`src/rtl/playback_scheduler.sv`:
```
// Sheet-music playback sequencer: owns the frame counter and tempo timebase,
// fetches one ROM frame per tempo period and merges it with live keyboard keys.
module playback_scheduler #(
  parameter int FRAME_CNT   = 1296,
  parameter int ADDR_W      = 11,
  parameter int TICK_PERIOD = 8333332,
  parameter int BEATS       = 6,
  parameter int LOOP        = 1
) (
  input  logic              clk_100mhz,
  input  logic              rst_n,
  input  logic              play_pause,
  input  logic              stop,
  input  logic [62:0]       live_keys,
  output logic              rom_en,
  output logic [ADDR_W-1:0] rom_addr,
  input  logic [62:0]       rom_data,
  output logic [62:0]       note_out,
  output logic [BEATS-1:0]  beat_display,
  output logic              playing,
  output logic              song_done
);

  localparam int                TICK_W     = $clog2(TICK_PERIOD);
  localparam logic [ADDR_W-1:0] LAST_FRAME = ADDR_W'(FRAME_CNT - 1);
  localparam logic [TICK_W-1:0] LAST_TICK  = TICK_W'(TICK_PERIOD - 1);

  typedef enum logic [2:0] {
    S_IDLE  = 3'd0,
    S_FETCH = 3'd1,
    S_LOAD  = 3'd2,
    S_PLAY  = 3'd3,
    S_PAUSE = 3'd4
  } state_t;

  state_t            state_r;
  logic [ADDR_W-1:0] frame_r;
  logic [TICK_W-1:0] tick_r;
  logic [62:0]       sheet_hold_r;
  logic              pause_pending_r;

  logic              expiry_s;
  logic              last_frame_s;
  logic              sheet_live_s;
  logic              pend_next_s;
  int                beat_sel_s;
  logic [BEATS-1:0]  beat_onehot_s;
  logic [ADDR_W-1:0] frame_inc_s;
  logic [TICK_W-1:0] tick_inc_s;

  // Decode of the current state: period expiry, sheet gating, beat position.
  always_comb begin
    expiry_s      = (state_r == S_PLAY) && (tick_r == LAST_TICK);
    last_frame_s  = (frame_r == LAST_FRAME);
    sheet_live_s  = (state_r == S_FETCH) || (state_r == S_LOAD) || (state_r == S_PLAY);
    pend_next_s   = pause_pending_r ^ play_pause;
    beat_sel_s    = BEATS - 1 - (int'(frame_r >> 1) % BEATS);
    beat_onehot_s = BEATS'(1'b1) << beat_sel_s;
    frame_inc_s   = frame_r + ADDR_W'(1'b1);
    tick_inc_s    = tick_r + TICK_W'(1'b1);
  end

  // Pulses during the expiry cycle itself; stop and play_pause pre-empt it.
  assign song_done = expiry_s && last_frame_s && !stop && !play_pause;

  // Playback FSM with tick/frame counters and registered outputs.
  always_ff @(posedge clk_100mhz or posedge rst_n) begin
    if (rst_n) begin
      state_r         <= S_IDLE;
      frame_r         <= '0;
      tick_r          <= '0;
      sheet_hold_r    <= '0;
      pause_pending_r <= 1'b0;
      rom_en          <= 1'b0;
      rom_addr        <= '0;
      note_out        <= '0;
      beat_display    <= '0;
      playing         <= 1'b0;
    end else begin
      rom_en   <= 1'b0;
      note_out <= live_keys | (sheet_live_s ? sheet_hold_r : 63'd0);
      if (stop) begin
        state_r         <= S_IDLE;
        frame_r         <= '0;
        tick_r          <= '0;
        sheet_hold_r    <= '0;
        pause_pending_r <= 1'b0;
        beat_display    <= '0;
        playing         <= 1'b0;
      end else begin
        case (state_r)
          S_IDLE: begin
            if (play_pause) begin
              state_r  <= S_FETCH;
              rom_en   <= 1'b1;
              rom_addr <= frame_r;
              playing  <= 1'b1;
            end
          end
          S_FETCH: begin
            tick_r          <= tick_inc_s;
            state_r         <= S_LOAD;
            pause_pending_r <= pend_next_s;
          end
          S_LOAD: begin
            tick_r          <= tick_inc_s;
            sheet_hold_r    <= rom_data;
            pause_pending_r <= 1'b0;
            if (!frame_r[0]) begin
              beat_display <= beat_onehot_s;
            end
            if (pend_next_s) begin
              state_r <= S_PAUSE;
              playing <= 1'b0;
            end else begin
              state_r <= S_PLAY;
            end
          end
          S_PLAY: begin
            if (play_pause) begin
              // Pausing on the expiry tick keeps it pending for the resume cycle.
              state_r <= S_PAUSE;
              playing <= 1'b0;
              if (!expiry_s) begin
                tick_r <= tick_inc_s;
              end
            end else if (expiry_s) begin
              tick_r <= '0;
              if (!last_frame_s) begin
                frame_r  <= frame_inc_s;
                state_r  <= S_FETCH;
                rom_en   <= 1'b1;
                rom_addr <= frame_inc_s;
              end else if (LOOP != 0) begin
                frame_r  <= '0;
                state_r  <= S_FETCH;
                rom_en   <= 1'b1;
                rom_addr <= '0;
              end else begin
                frame_r      <= '0;
                state_r      <= S_IDLE;
                sheet_hold_r <= '0;
                beat_display <= '0;
                playing      <= 1'b0;
              end
            end else begin
              tick_r <= tick_inc_s;
            end
          end
          S_PAUSE: begin
            if (play_pause) begin
              state_r <= S_PLAY;
              playing <= 1'b1;
            end
          end
          default: begin
            state_r         <= S_IDLE;
            frame_r         <= '0;
            tick_r          <= '0;
            sheet_hold_r    <= '0;
            pause_pending_r <= 1'b0;
            beat_display    <= '0;
            playing         <= 1'b0;
          end
        endcase
      end
    end
  end

endmodule
```
`config.mk`:
```
export PLATFORM = sky130hd
export DESIGN_NAME = playback_scheduler
export DESIGN_NICKNAME = d
export VERILOG_FILES = /design/src/rtl/playback_scheduler.sv
export SDC_FILE = /design/constraint.sdc
export NUM_CORES = 1
export LEC_CHECK = 0
export ABC_CLOCK_PERIOD_IN_PS = 6700
export CORE_MARGIN = 1.5
export CORE_UTILIZATION = 44
export CTS_CLUSTER_SIZE = 28
export DETAILED_ROUTE_END_ITERATION = 7
export GPL_TIMING_DRIVEN = 1
export PLACE_DENSITY = 0.76
export REMOVE_ABC_BUFFERS = 1
export SLEW_MARGIN = 20
export SYNTH_ARGS = -nofsm -noshare
export SYNTH_HDL_FRONTEND = slang
export SYNTH_SLANG_ARGS = --single-unit
```
`constraint.sdc`:
```
create_clock -name clk_100mhz -period 6.7 [get_ports clk_100mhz]
set_clock_uncertainty 0.2 [all_clocks]
set_input_delay 1.34 -clock clk_100mhz [delete_from_list [all_inputs] [get_ports clk_100mhz]]
set_output_delay 1.34 -clock clk_100mhz [all_outputs]
set_load 0.01 [all_outputs]
```
==> impl_metrics.toml <==
[synth]
ys_seq_elements = 183
ys_seq_area_frac = 0.542
synth_edf_count = 0
synth_top_area_cell = "dfrtp_1"
synthFlopType = "dfrtp_1"
synthCells = 794
async_flop_share = 1.00
yosysUniqueCellTypes = 82
synth_commonest_cells = "dfrtp_1 (183), a21o_1 (65), nand2_1 (64), a22o_1 (63), o21ai_0 (51)"
synthTopCellsByArea = "dfrtp_1 (54%), a22o_1 (6.5%), a21o_1 (5.8%)"
synth_top_area_share = 0.542
avgSynthCellArea_um2 = 10.6
ys_warn_count = 0
synth_most_common_cell = "dfrtp_1"
syn-cell-area_mm2 = 0.00845

[timing]
rsz0062_at_grt = "false"
slew_violations = 0
min_period_ps = 5540
hold_viol_final = 0
max_freq_mhz = 181
setup_tns_ps = 0
worstMarginPinSlew_ps = 753
setup_violations = 0
max_slew_margin = 0.498
fin_crit_sh = 0.826

[critical_path]
required_ps = 6860
crit_path_end_kind = "flop"
max_stage_delay_ps = 760
crit_arrival_ps = 5690
critPathLaunchType = "flop"
cp_cell_sequence = "ha_1 > and2b_1 > mux2_2 > o21a_2 > a41oi_2 > a21boi_4 > mux2i_1 > and2_1 > nor3b_1 > a21oi_1 > o221ai_1 > ha_1 > mux2_1 > ha_1 > nor3_1 > and3_1 > o31a_1 > o211ai_1 > o21ai_1"
path_class = "reg -> reg"
cp_slowest_cell = "dfrtp_1"
crit_top_cell = "ha_1"
worstPathMaxFanout = 21

[clock_network]
cts_max_level = 4
cts_tree = "done"
cts_sinks = 183
cts-root-buf = "clkbuf_16"
clk_pin_slew_ps = 70
clk_path_buf_depth = 2
clk_latency_ps = 430
ctsResizeCount = 0
cts_hold_buffers = 0
post-cts-setup-buffers = 0
cts_inserted_buffers = 17

[finish]
drive_gt1_frac = 0.0696
final_area_mm2 = 0.0113
diodes = 0
syn_to_final_growth_pct = 33.7
fin_nets = 1113

[die]
io_pins = 213
dieArea_mm2 = 0.0200
die-height_um = 142
chipWidth_um = 142
rows = 50
initial_core_util = 0.450
coreArea_mm2 = 0.0188

[routing]
drt_wl_total_um = 22400
drt-initial-drc-count = 455
wl_per_cell_um = 18.3
vias = 6992
dr.pass1.iters = 5
antenna_left = 0
viasPerCell = 5.71
drcViolationCount = 0

[job]
cap_violations = 0

[power]
vdd_drop_max_mv = 0.159
power_density_mw_per_mm2 = 217
power_uw = 2450
power_leakage_uw = 0.00503

[global_route]
antenna_found_initial = 0
overflow = 0
grt_usage = 0.230
grt_max_degree = 114
grt_pass1_wl_um = 36400
grt_pass1_vias = 6909

[place]
port_buffers = 212
place_congestion = 0.830
place_hpwl_um = 15200
placed_area_mm2 = 0.0107

[outcome]
outcome = "complete, no violations"

[hold_path]
hold_path.class = "reg -> reg"
[state kept, by name, indices dropped and copies added, names as in the netlist, 3 cells and up]
signal        flops
beat_display      6
frame_r          11
note_out         63
rom_addr         11
sheet_hold_r     63
state_r           3
tick_r           23
[layout by cell type, fill, tap and decap left out, types with 3 or more instances in the layout]
| cell | instances |
|---|---|
| or3_1 | 9 |
| mux2i_1 | 6 |
| ha_1 | 5 |
| dfrtp_1 | 183 |
| xor2_1 | 12 |
| xnor2_1 | 6 |
| nand4_1 | 8 |
| nand4b_1 | 4 |
| clkinv_4 | 3 |
| clkdlybuf4s50_1 | 212 |
| nand3b_1 | 3 |
| buf_4 | 6 |
| and3_1 | 10 |
| a22o_1 | 63 |
| nor2_1 | 48 |
| a21o_1 | 65 |
| o21ai_0 | 51 |
| nor4_1 | 5 |
| inv_8 | 4 |
| a31oi_1 | 5 |
| nand2_1 | 64 |
| a211o_1 | 4 |
| a211oi_2 | 3 |
| nand3_1 | 19 |
| a21oi_1 | 31 |
| o21ai_1 | 7 |
| inv_6 | 5 |
| nor2b_1 | 3 |
| nor3_1 | 19 |
| o31ai_1 | 9 |
| o211ai_1 | 3 |
| inv_1 | 17 |
| nand2b_1 | 10 |
| clkbuf_16 | 17 |
[final timing paths]
path,startpoint,end,slack [ps],cells after the start
max,frame_r[10],beat_display[2],1160,19
max reg2reg,frame_r[10],beat_display[2],1160,19
min in group asynchronous,rst_n,note_out[16],1180,2
max in group asynchronous,rst_n,note_out[39],4070,3
min,sheet_hold_r[5],note_out[5],280,1
min reg2reg,sheet_hold_r[5],note_out[5],280,1
[cell families after synthesis]
family | count (synthesis) | share of synthesized area
AO/OA/AOI/OAI | 276 | 0.240
XOR/XNOR | 18 | 0.0187
adder cells (fa/ha/maj) | 5 | 0.00741
buffers and inverters | 74 | 0.0384
flip-flops | 183 | 0.542
multiplexers | 10 | 0.0129
AND/OR/NAND/NOR | 228 | 0.141
[where the power goes]
| group | total (uW) | leakage, uW | internal, uW | switching (uW) |
|---|---|---|---|---|
| combinational | 289 | 0.00235 | 150 | 139 |
| sequential | 1170 | 0.00240 | 1150 | 20.5 |
| clock | 996 | 0.000293 | 531 | 466 |
| total | 2450 | 0.00503 | 1830 | 625 |
[area by class of cell]
class,count,area (um^2)
fill,1532,7480
sequential,183,4580
multi-input combinational,537,3560
timing repair buffer,219,2190
clock buffer,17,425
tap,234,293
clock inverter,15,163
inverter,20,80.1
[per-stage QoR]
stage | hold slack (ps) | utilization | setup slack (ps) | std cells
6_report | 276 | 0.602 | 1160 | 1225
5_1_grt | 291 | 0.602 | 535 | 1225
4_1_cts | 274 | 0.602 | 1190 | 1225
3_5_place_dp | 263 | 0.570 | 1220 | 1193
3_3_place_gp | 253 | 0.570 | 1380 | 1193
2_1_floorplan | 250 | - | 188 | 740
[worst max-delay path: cells and delay by family, from the launching register on]
| family | cells | cell delay (ps) |
|---|---|---|
| AO/OA/AOI/OAI | 8 | 1340 |
| AND/OR/NAND/NOR | 5 | 1200 |
| multiplexers | 3 | 1050 |
| adder cells (fa/ha/maj) | 3 | 890 |
| flip-flops | 1 | 760 |
[routing by layer]
metal  vias to the layer above  track usage  part of all wire
met5                         -            0                 0
met4                         0       0.0890             0.024
met3                        33       0.0415             0.062
met2                       231        0.387              0.49
met1                      3439        0.296              0.42
li1                       3289            -                 -
Note: power is estimated with default switching activity, not from simulation.
